==> src/rtl/entropy_word_collector_if.sv <==
// Output word stream for entropy_word_collector: word, valid, ready.
interface entropy_word_collector_if #(
  parameter int WIDTH = 8
);
  logic [WIDTH-1:0] out;
  logic             out_valid;
  logic             out_ready;

  modport master (output out, output out_valid, input out_ready);
  modport slave  (input out, input out_valid, output out_ready);
endinterface

==> src/rtl/entropy_word_collector.sv <==
// entropy_word_collector: synchronizes a raw metastable bit, samples it every
// SAMPLE_DIV cycles, debiases with a von Neumann extractor and packs WIDTH-bit
// words onto a valid/ready stream.
// Optional repetition-count health test: define ENTROPY_COLLECTOR_HEALTH_EN.
module entropy_word_collector #(
  parameter int WIDTH        = 8,
  parameter int SAMPLE_DIV   = 4,
  parameter int REPEAT_LIMIT = 32
) (
  input  logic                       clk,
  input  logic                       rst,
  input  logic                       metastable,
  entropy_word_collector_if.master   m,
  output logic                       fault
);
  localparam int DIV_W = (SAMPLE_DIV > 1) ? $clog2(SAMPLE_DIV) : 1;
  localparam int CNT_W = $clog2(WIDTH);
  localparam int REP_W = $clog2(REPEAT_LIMIT + 1);

  localparam logic [0:0] ST_FIRST  = 1'b0;
  localparam logic [0:0] ST_SECOND = 1'b1;

  logic             r_s1, r_s2;
  logic [DIV_W-1:0] r_div;
  logic [0:0]       r_state;
  logic             r_held;
  logic [WIDTH-1:0] r_acc;
  logic             r_acc_full;
  logic [CNT_W-1:0] r_cnt;
  logic [WIDTH-1:0] r_out;
  logic             r_out_valid;

  logic w_strobe, w_emit, w_xfer;

  assign w_strobe = (r_div == DIV_W'(SAMPLE_DIV - 1));
  // Unequal pair emits the first sample of the pair: 10 -> 1, 01 -> 0.
  assign w_emit   = w_strobe && (r_state == ST_SECOND) && (r_held != r_s2);
  assign w_xfer   = r_acc_full && (!r_out_valid || m.out_ready) && !fault;

  // Two-flop synchronizer; r_s2 is the raw sample source.
  always_ff @(posedge clk) begin
    if (rst) begin
      r_s1 <= 1'b0;
      r_s2 <= 1'b0;
    end else begin
      r_s1 <= metastable;
      r_s2 <= r_s1;
    end
  end

  // Sample strobe divider, wraps after SAMPLE_DIV-1.
  always_ff @(posedge clk) begin
    if (rst)           r_div <= '0;
    else if (w_strobe) r_div <= '0;
    else               r_div <= r_div + DIV_W'(1);
  end

  // Von Neumann pairing FSM; keeps running even while the accumulator is full.
  always_ff @(posedge clk) begin
    if (rst) begin
      r_state <= ST_FIRST;
      r_held  <= 1'b0;
    end else if (w_strobe) begin
      if (r_state == ST_FIRST) begin
        r_held  <= r_s2;
        r_state <= ST_SECOND;
      end else begin
        r_state <= ST_FIRST;
      end
    end
  end

  // Accumulator: first emitted bit lands in the MSB; bits dropped while full.
  always_ff @(posedge clk) begin
    if (rst) begin
      r_acc      <= '0;
      r_acc_full <= 1'b0;
      r_cnt      <= '0;
    end else if (w_xfer) begin
      r_acc_full <= 1'b0;
      r_cnt      <= '0;
    end else if (w_emit && !r_acc_full) begin
      r_acc <= {r_acc[WIDTH-2:0], r_held};
      if (r_cnt == CNT_W'(WIDTH - 1)) begin
        r_acc_full <= 1'b1;
        r_cnt      <= '0;
      end else begin
        r_cnt <= r_cnt + CNT_W'(1);
      end
    end
  end

  // Output register; handshake and refill on the same edge give no bubble.
  always_ff @(posedge clk) begin
    if (rst) begin
      r_out       <= '0;
      r_out_valid <= 1'b0;
    end else if (w_xfer) begin
      r_out       <= r_acc;
      r_out_valid <= 1'b1;
    end else if (r_out_valid && m.out_ready) begin
      r_out_valid <= 1'b0;
    end
  end

  assign m.out       = r_out;
  assign m.out_valid = r_out_valid;

`ifdef ENTROPY_COLLECTOR_HEALTH_EN
  logic [REP_W-1:0] r_rep, w_rep_nxt;
  logic             r_prev, r_fault;

  // Run length including the current sample; saturates at the limit.
  always_comb begin
    w_rep_nxt = REP_W'(1);
    if (r_rep != '0 && r_s2 == r_prev)
      w_rep_nxt = (r_rep == REP_W'(REPEAT_LIMIT)) ? r_rep : r_rep + REP_W'(1);
  end

  // Repetition-count test; fault is sticky until reset.
  always_ff @(posedge clk) begin
    if (rst) begin
      r_rep   <= '0;
      r_prev  <= 1'b0;
      r_fault <= 1'b0;
    end else if (w_strobe) begin
      r_rep  <= w_rep_nxt;
      r_prev <= r_s2;
      if (w_rep_nxt == REP_W'(REPEAT_LIMIT)) r_fault <= 1'b1;
    end
  end

  assign fault = r_fault;
`else
  logic [REP_W-1:0] w_unused_rep;
  assign w_unused_rep = REP_W'(REPEAT_LIMIT);
  assign fault        = 1'b0;
`endif
endmodule

==> src/flat_wrapper.sv <==
// flat-port wrapper written by rule: the top's interface ports become plain ports
module entropy_word_collector_flat 
#(
  parameter int WIDTH        = 8,
  parameter int SAMPLE_DIV   = 4,
  parameter int REPEAT_LIMIT = 32
)
  (clk, rst, metastable, fault, m_out, m_out_valid, m_out_ready);
  entropy_word_collector_if #(.WIDTH(WIDTH)) m_i ();
  input  logic clk;
  input  logic rst;
  input  logic metastable;
  output logic fault;
  output wire logic [$bits(m_i.out)-1:0] m_out;
  output wire logic [$bits(m_i.out_valid)-1:0] m_out_valid;
  input wire logic [$bits(m_i.out_ready)-1:0] m_out_ready;
  assign m_out = m_i.out;
  assign m_out_valid = m_i.out_valid;
  assign m_i.out_ready = m_out_ready;
  entropy_word_collector #(.WIDTH(WIDTH), .SAMPLE_DIV(SAMPLE_DIV), .REPEAT_LIMIT(REPEAT_LIMIT)) u_core (.clk(clk), .rst(rst), .metastable(metastable), .m(m_i), .fault(fault));
endmodule
==> config.mk <==
export PLATFORM = sky130hd
export DESIGN_NAME = entropy_word_collector_flat
export DESIGN_NICKNAME = d
export VERILOG_FILES = /design/src/rtl/entropy_word_collector_if.sv /design/src/rtl/entropy_word_collector.sv /design/src/flat_wrapper.sv
export SDC_FILE = /design/constraint.sdc
export NUM_CORES = 1
export LEC_CHECK = 0
export BUFFER_PORTS_ARGS = -buffer_cell sky130_fd_sc_hd__buf_2
export CAP_MARGIN = 20
export CORE_MARGIN = 1.5
export CORE_UTILIZATION = 49
export DETAILED_ROUTE_END_ITERATION = 8
export PLACE_DENSITY = 0.76
export SLEW_MARGIN = 25
export SYNTH_ARGS = -nofsm -noshare
export SYNTH_HDL_FRONTEND = slang
export SYNTH_SLANG_ARGS = --single-unit
==> constraint.sdc <==
create_clock -name clk -period 1.4 [get_ports clk]
set_input_delay 0.28 -clock clk [delete_from_list [all_inputs] [get_ports clk]]
set_output_delay 0.28 -clock clk [all_outputs]
set_load 0.03 [all_outputs]
==> out/summary.txt, run 1 <==
Core area - 2000 µm²
Clock share of power - 0.274
Clock sinks - 27
Comb pwr share - 0.058
Setup ws final - 0.0488 ns
Hold path start - metastable
R2r startpoint - u_core.r_cnt[1]
NetSw - 0.266 mW
Core Util, Final - 0.638
Initial antenna violation count - 0
Total global-route track usage - 0.193
DRT Wirelength - 2130 µm
Critical Path AT - 1.60 ns
Status - complete, no violations
Fin nets - 143
Max IR drop VDD - 0.621 mV
# rows - 16
Slowest CP cell - or4_4
YS warnings - 0
Clock buffer depth - 2
Clk root buf - clkbuf_4
Clock buffer count from CTS - 3
Vias - 881
Leak Pwr - 0.465 nW
CTS HTree Levels - 1
Setup Slack @ Placement - -0.0393 ns
Sequential cell area fraction in the yosys report - 0.512
WS Path Type - flop to flop
Crit-path cells - ha_4 -> ha_4 -> or4_4 -> a21oi_2
Most used cell, CP - ha_4
CP startpoint kind - flop
Pwr dens - 933 nW/µm²
Worst EP required - 1.65 ns
Worst slew margin relative to its limit - 0.653
Worst reg2reg path endpoint - u_core.r_cnt[0]
Cell Count, Final, Fillers Out - 162
Syn_area_per_cell - 9.02 µm²
Die Y - 49.4 µm
Drt drc - 0
Vias in the first global route - 838
CTS tree - done
Routed wire per std cell - 13.1 µm
Main flop type after synthesis - dfxtp_1
Top cell type by total area after synthesis - dfxtp_1
Hold endpoint - u_core.r_s1
Post-synthesis cell type count - 24
Port buffer count - 12
Final instance area - 1280 µm²
Ys async rst share - 0
Total power - 1.19 mW
Routed Antenna Nets - 0
Total grt overflow - 0
Area delta synth->final - 21.0%
Die ar. - 2440 µm²
Dpl cell area - 1160 µm²
Reg2reg setup slack - 0.05 ns
Hold slack final - 0.169 ns
Post-detailed-placement half-perimeter wirelength - 1450 µm
CP endpoint kind - flop
Worst-Margin Slew - 0.518 ns
Switching share of power - 0.224
Commonest cells after routing, fill and taps aside - dfxtp_1, a21oi_1, o21ai_0, nand3_1, buf_2
Die W - 49.4 µm
I/O pin cnt - 14
CP max FO - 2
Post-synth EDFFs - 0
Hold Vio Cnt, Final - 0
Placed cell count - 155
First-pass GRT wire length - 3670 µm
Commonest non-fill, non-tap cell in the layout - dfxtp_1
Top post-synthesis cells by area - dfxtp_1, a21oi_1, o21ai_0
Worst-skew pair later-pin latency - 0.31 ns
Ant diodes - 0
Largest net degree at the start of global routing - 20
Setup TNS Final - 0 ns
Final-report max-slew violation count - 0
Clock skew - 0.00546 ns
Initial Util - 0.527
Register-to-Register Path Depth - 4
Mapped Area - 1050 µm²
Synth Instances - 117
Reg power frac - 0.668
Pint - 0.924 mW
Worst min-delay path category - primary input to flop
DRT iter0 DRCs - 13
Share of cells above drive strength 1 - 0.252
Post-DR vias/cell - 5.44
Hold path depth - 2
Share of the synthesized area in the top cell type - 0.512
Max incr delay on CP - 0.50 ns
Fmax - 0.740 GHz
Minimum clock period after layout - 1.35 ns
Seq cells post-synth - 27
Max_cap viols - 0
1st-pass router iterations - 4
Gpl congestion - 0.738
Post-Syn Nets - 124
Clock-pin slew on the worst setup and hold paths - 0.14 ns
Finish-stage setup viols - 0
Final period util - 0.965
==> layer usage <==
metal / part of all wire / up-vias / global-route usage
li1: - / 449 / -
met1: 0.48 / 414 / 0.246
met2: 0.49 / 16 / 0.333
met3: 0.026 / 2 / 0.0368
met4: 0.0056 / 0 / 0.0556
met5: 0 / - / 0
==> critical path: cells and delay by family (launching register included) <==
family / cells / cell delay [ns]
AOI/OAI and AO/OA: 1 / 0.12
adders and majority gates: 2 / 0.31
DFF: 1 / 0.36
and+or+nand+nor: 1 / 0.50
==> power groups by stage <==
stage / Combinational (mW) / Sequential (mW) / Clock (mW)
floorplan: 0.0436 / 0.805 / 0
global placement: 0.0597 / 0.806 / 0
detailed placement: 0.0627 / 0.807 / 0
CTS: 0.0631 / 0.790 / 0.325
global route: 0.0758 / 0.797 / 0.360
finish: 0.0691 / 0.795 / 0.326
==> cell families after synthesis <==
group | after synthesis | share of synthesized area
XOR/XNOR | 3 | 0.0249
buffers and inverters | 9 | 0.0356
other | 1 | 0.00356
AO/OA/AOI/OAI | 37 | 0.179
flip-flops | 27 | 0.512
multiplexers | 3 | 0.0285
adder cells (fa/ha/maj) | 3 | 0.0356
AND/OR/NAND/NOR | 34 | 0.180
==> layout make-up <==
| class | count | area, µm² |
|---|---|---|
| Inverter | 2 | 7.51 |
| Multi-Input combinational cell | 81 | 537 |
| Clock buffer | 4 | 26.3 |
| Tap cell | 27 | 33.8 |
| Sequential cell | 27 | 544 |
| Fill cell | 182 | 726 |
| Timing Repair Buffer | 21 | 128 |
==> flip-flops by register name (all words and copies together) (netlist names) <==
register,cells
u_core.r_s1,1
u_core.r_cnt,3
u_core.r_held,1
u_core.r_s2,1
u_core.r_acc,8
u_core.m.out,8
u_core.r_acc_full,1
u_core.m.out_valid,1
u_core.r_div,2
u_core.r_state,1
==> repair_timing <==
action | in CTS | in global routing
gates resized for setup | 6 | 8
setup endpoints to repair | 1 | 11
hold buffers | 0 | 0
pin swaps | 2 | 3
buffers inserted | 2 | 1
==> worst max path at each step <==
stage	startpoint	end	cells past startpoint
after floorplan	u_core.r_cnt[0]	u_core.r_cnt[0]	4
after global placement	u_core.r_cnt[0]	u_core.r_cnt[0]	4
after detailed placement	u_core.r_cnt[0]	u_core.r_cnt[0]	4
after CTS	u_core.r_cnt[0]	u_core.r_cnt[0]	4
after global routing	u_core.r_s2	u_core.r_cnt[0]	3
final	u_core.r_cnt[1]	u_core.r_cnt[0]	4
==> cells in the mapped netlist (all sizes together) (2+ instances only) <==
master and number:
clkbuf 6, dfxtp 27, o21ai 17, inv 2
nor2 3, mux2i 3, nor2b 4, nand2b 4
xnor2 2, ha 3, nand3 16, a21oi 18
No activity file was read; power rests on OpenSTA's default activity.
==> run 2, diff against run 1 <==
--- a/config.mk
+++ b/config.mk
@@ -9,6 +9,7 @@
 export CAP_MARGIN = 20
 export CORE_MARGIN = 1.5
 export CORE_UTILIZATION = 49
+export CTS_BUF_LIST = sky130_fd_sc_hd__clkbuf_8 sky130_fd_sc_hd__clkbuf_16
 export DETAILED_ROUTE_END_ITERATION = 8
 export PLACE_DENSITY = 0.76
 export SLEW_MARGIN = 25
==> run 2 against run 1 <==
Effect of this change: total power rose by 7.6%; sequential share of layout area fell by 0.21 points; first-iteration DRC count fell by 15%; critical path type unchanged; clock power rose by 27%; register-to-register slack barely moved; global-route usage fell by 0.19 points; largest cell class unchanged; critical path depth did not move; die area did not move; worst hold slack improved by 0.053 ns; clock skew fell by 0.0031 ns.
==> out/summary.txt, run 2 (synthesis results as in run 1) <==
Status - complete, no violations
Max_cap viols - 0
Unrepaired setup endpoints after global routing - no
NetSw - 0.271 mW
Largest net degree at the start of global routing - 20
Fill count - 182
Hold path start - metastable
CTS HTree Levels - 1
I/O pin cnt - 14
Pwr dens - 999 nW/µm²
Max IR drop VDD - 0.694 mV
Fmax - 0.741 GHz
Comb pwr share - 0.056
Clock-pin slew on the worst setup and hold paths - 0.08 ns
CP max FO - 2
DRT iter0 DRCs - 11
Vias in the first global route - 835
Ant diodes - 0
CTS tree - done
Share of cells above drive strength 1 - 0.246
Worst EP required - 1.59 ns
Setup TNS Final - 0 ns
Die Y - 49.4 µm
WS Path Type - flop to flop
Register-to-Register Path Depth - 4
First-pass GRT wire length - 3680 µm
CP startpoint kind - flop
Clk root buf - clkbuf_8
Reg2reg setup slack - 0.05 ns
Multi-input logic area - 532 µm²
Die ar. - 2440 µm²
Worst min-delay path category - primary input to flop
FF+latch area - 544 µm²
Pint - 1.01 mW
Total global-route track usage - 0.191
Clock buffer count from CTS - 3
Clock share of power - 0.324
# rows - 16
Routed Antenna Nets - 0
Post-DR vias/cell - 5.31
R2r startpoint - u_core.r_cnt[0]
Finish-stage setup viols - 0
Area delta synth->final - 21.6%
DRT Wirelength - 2140 µm
CP endpoint kind - flop
Commonest cells after routing, fill and taps aside - dfxtp_1, a21oi_1, o21ai_0, nand3_1, buf_2
Core Util, Final - 0.641
Gpl congestion - 0.738
Clock skew - 0.00240 ns
CP endpoint - u_core.r_cnt[0]
Leak Pwr - 0.471 nW
Post-detailed-placement half-perimeter wirelength - 1450 µm
Hold Vio Cnt, Final - 0
Worst-skew pair later-pin latency - 0.26 ns
Number of hold buffers added after CTS - 0
Total grt overflow - 0
Final-report max-slew violation count - 0
Clock sinks - 27
Minimum clock period after layout - 1.35 ns
Port buffer count - 12
Initial Util - 0.527
Commonest non-fill, non-tap cell in the layout - dfxtp_1
Fin nets - 142
Routed wire per std cell - 13.3 µm
Vias - 855
Final period util - 0.964
Worst reg2reg path endpoint - u_core.r_cnt[0]
Die W - 49.4 µm
Drt drc - 0
Core area - 2000 µm²
Critical Path AT - 1.54 ns
Switching share of power - 0.212
1st-pass router iterations - 4
Clock buffer depth - 2
Reg power frac - 0.620
Initial antenna violation count - 0
Critical Path Start - u_core.r_cnt[0]
==> run 2: changes by cell type in the layout (fill, tap and decap cells not counted) <==
| cell | change |
|---|---|
| clkbuf_4 | -3 |
| clkbuf_8 | +3 |
| buf_4 | -1 |
| clkbuf_1 | -1 |
| inv_1 | +1 |
| nor2_2 | +1 |
| nor2_4 | -1 |
==> run 2: per-layer routing <==
layer	share of wire	global-route usage
met5	0	0
met3	0.029	0.0276
met1	0.46	0.248
met2	0.50	0.331
met4	0.0061	0.0556
==> run 2: critical path: stages, from the launching register on <==
cell,delay (ns)
dfxtp_2,0.34
ha_4,0.16
ha_4,0.15
or4_4,0.50
a21oi_2,0.13
==> run 2: worst min path at each step <==
stage | end | slack (ns) | cells after the start
finish | u_core.r_s1 | 0.22 | 2
global route | u_core.r_s1 | 0.24 | 2
CTS | u_core.r_s1 | 0.22 | 2
detailed placement | u_core.r_s2 | 0.42 | 1
global placement | u_core.r_div[0] | 0.41 | 1
floorplan | u_core.r_s1 | 0.35 | 1
==> run 2: area by class of cell <==
class                   count  area share
clock buffers               3      0.0322
clock inverters             1     0.00293
inverters                   2     0.00585
multi-input cells          81       0.415
flip-flops and latches     27       0.424
well taps                  27      0.0263
repair buffers             20      0.0937
==> run 2: timing repair <==
item	4_1_cts	5_1_grt
pin swaps	2	2
gates resized for setup	6	7
endpoints found under the setup margin	1	11
hold endpoints to repair	0	0
setup buffers	2	0
==> run 2: power groups by stage <==
stage | clock (mW) | combinational (mW) | sequential, mW
floorplan | 0 | 0.0436 | 0.805
global placement | 0 | 0.0597 | 0.806
detailed placement | 0 | 0.0627 | 0.807
CTS | 0.420 | 0.0631 | 0.789
global route | 0.457 | 0.0791 | 0.796
finish | 0.415 | 0.0718 | 0.794
==> run 2: stage by stage <==
| step | hold WS, ns | power, mW | setup WS (ns) | instances | instance area, µm² |
|---|---|---|---|---|---|
| final | 0.222 | 1.28 | 0.0499 | 161 | 1280 |
| after global routing | 0.237 | 1.33 | 0.0146 | 161 | 1280 |
| after CTS | 0.224 | 1.27 | 0.00655 | 161 | 1250 |
| after detailed placement | 0.424 | 0.870 | -0.0393 | 155 | 1160 |
| after global placement | 0.408 | 0.866 | 0.0400 | 155 | 1160 |
| after floorplan | 0.352 | 0.849 | 0.0661 | 117 | 1050 |
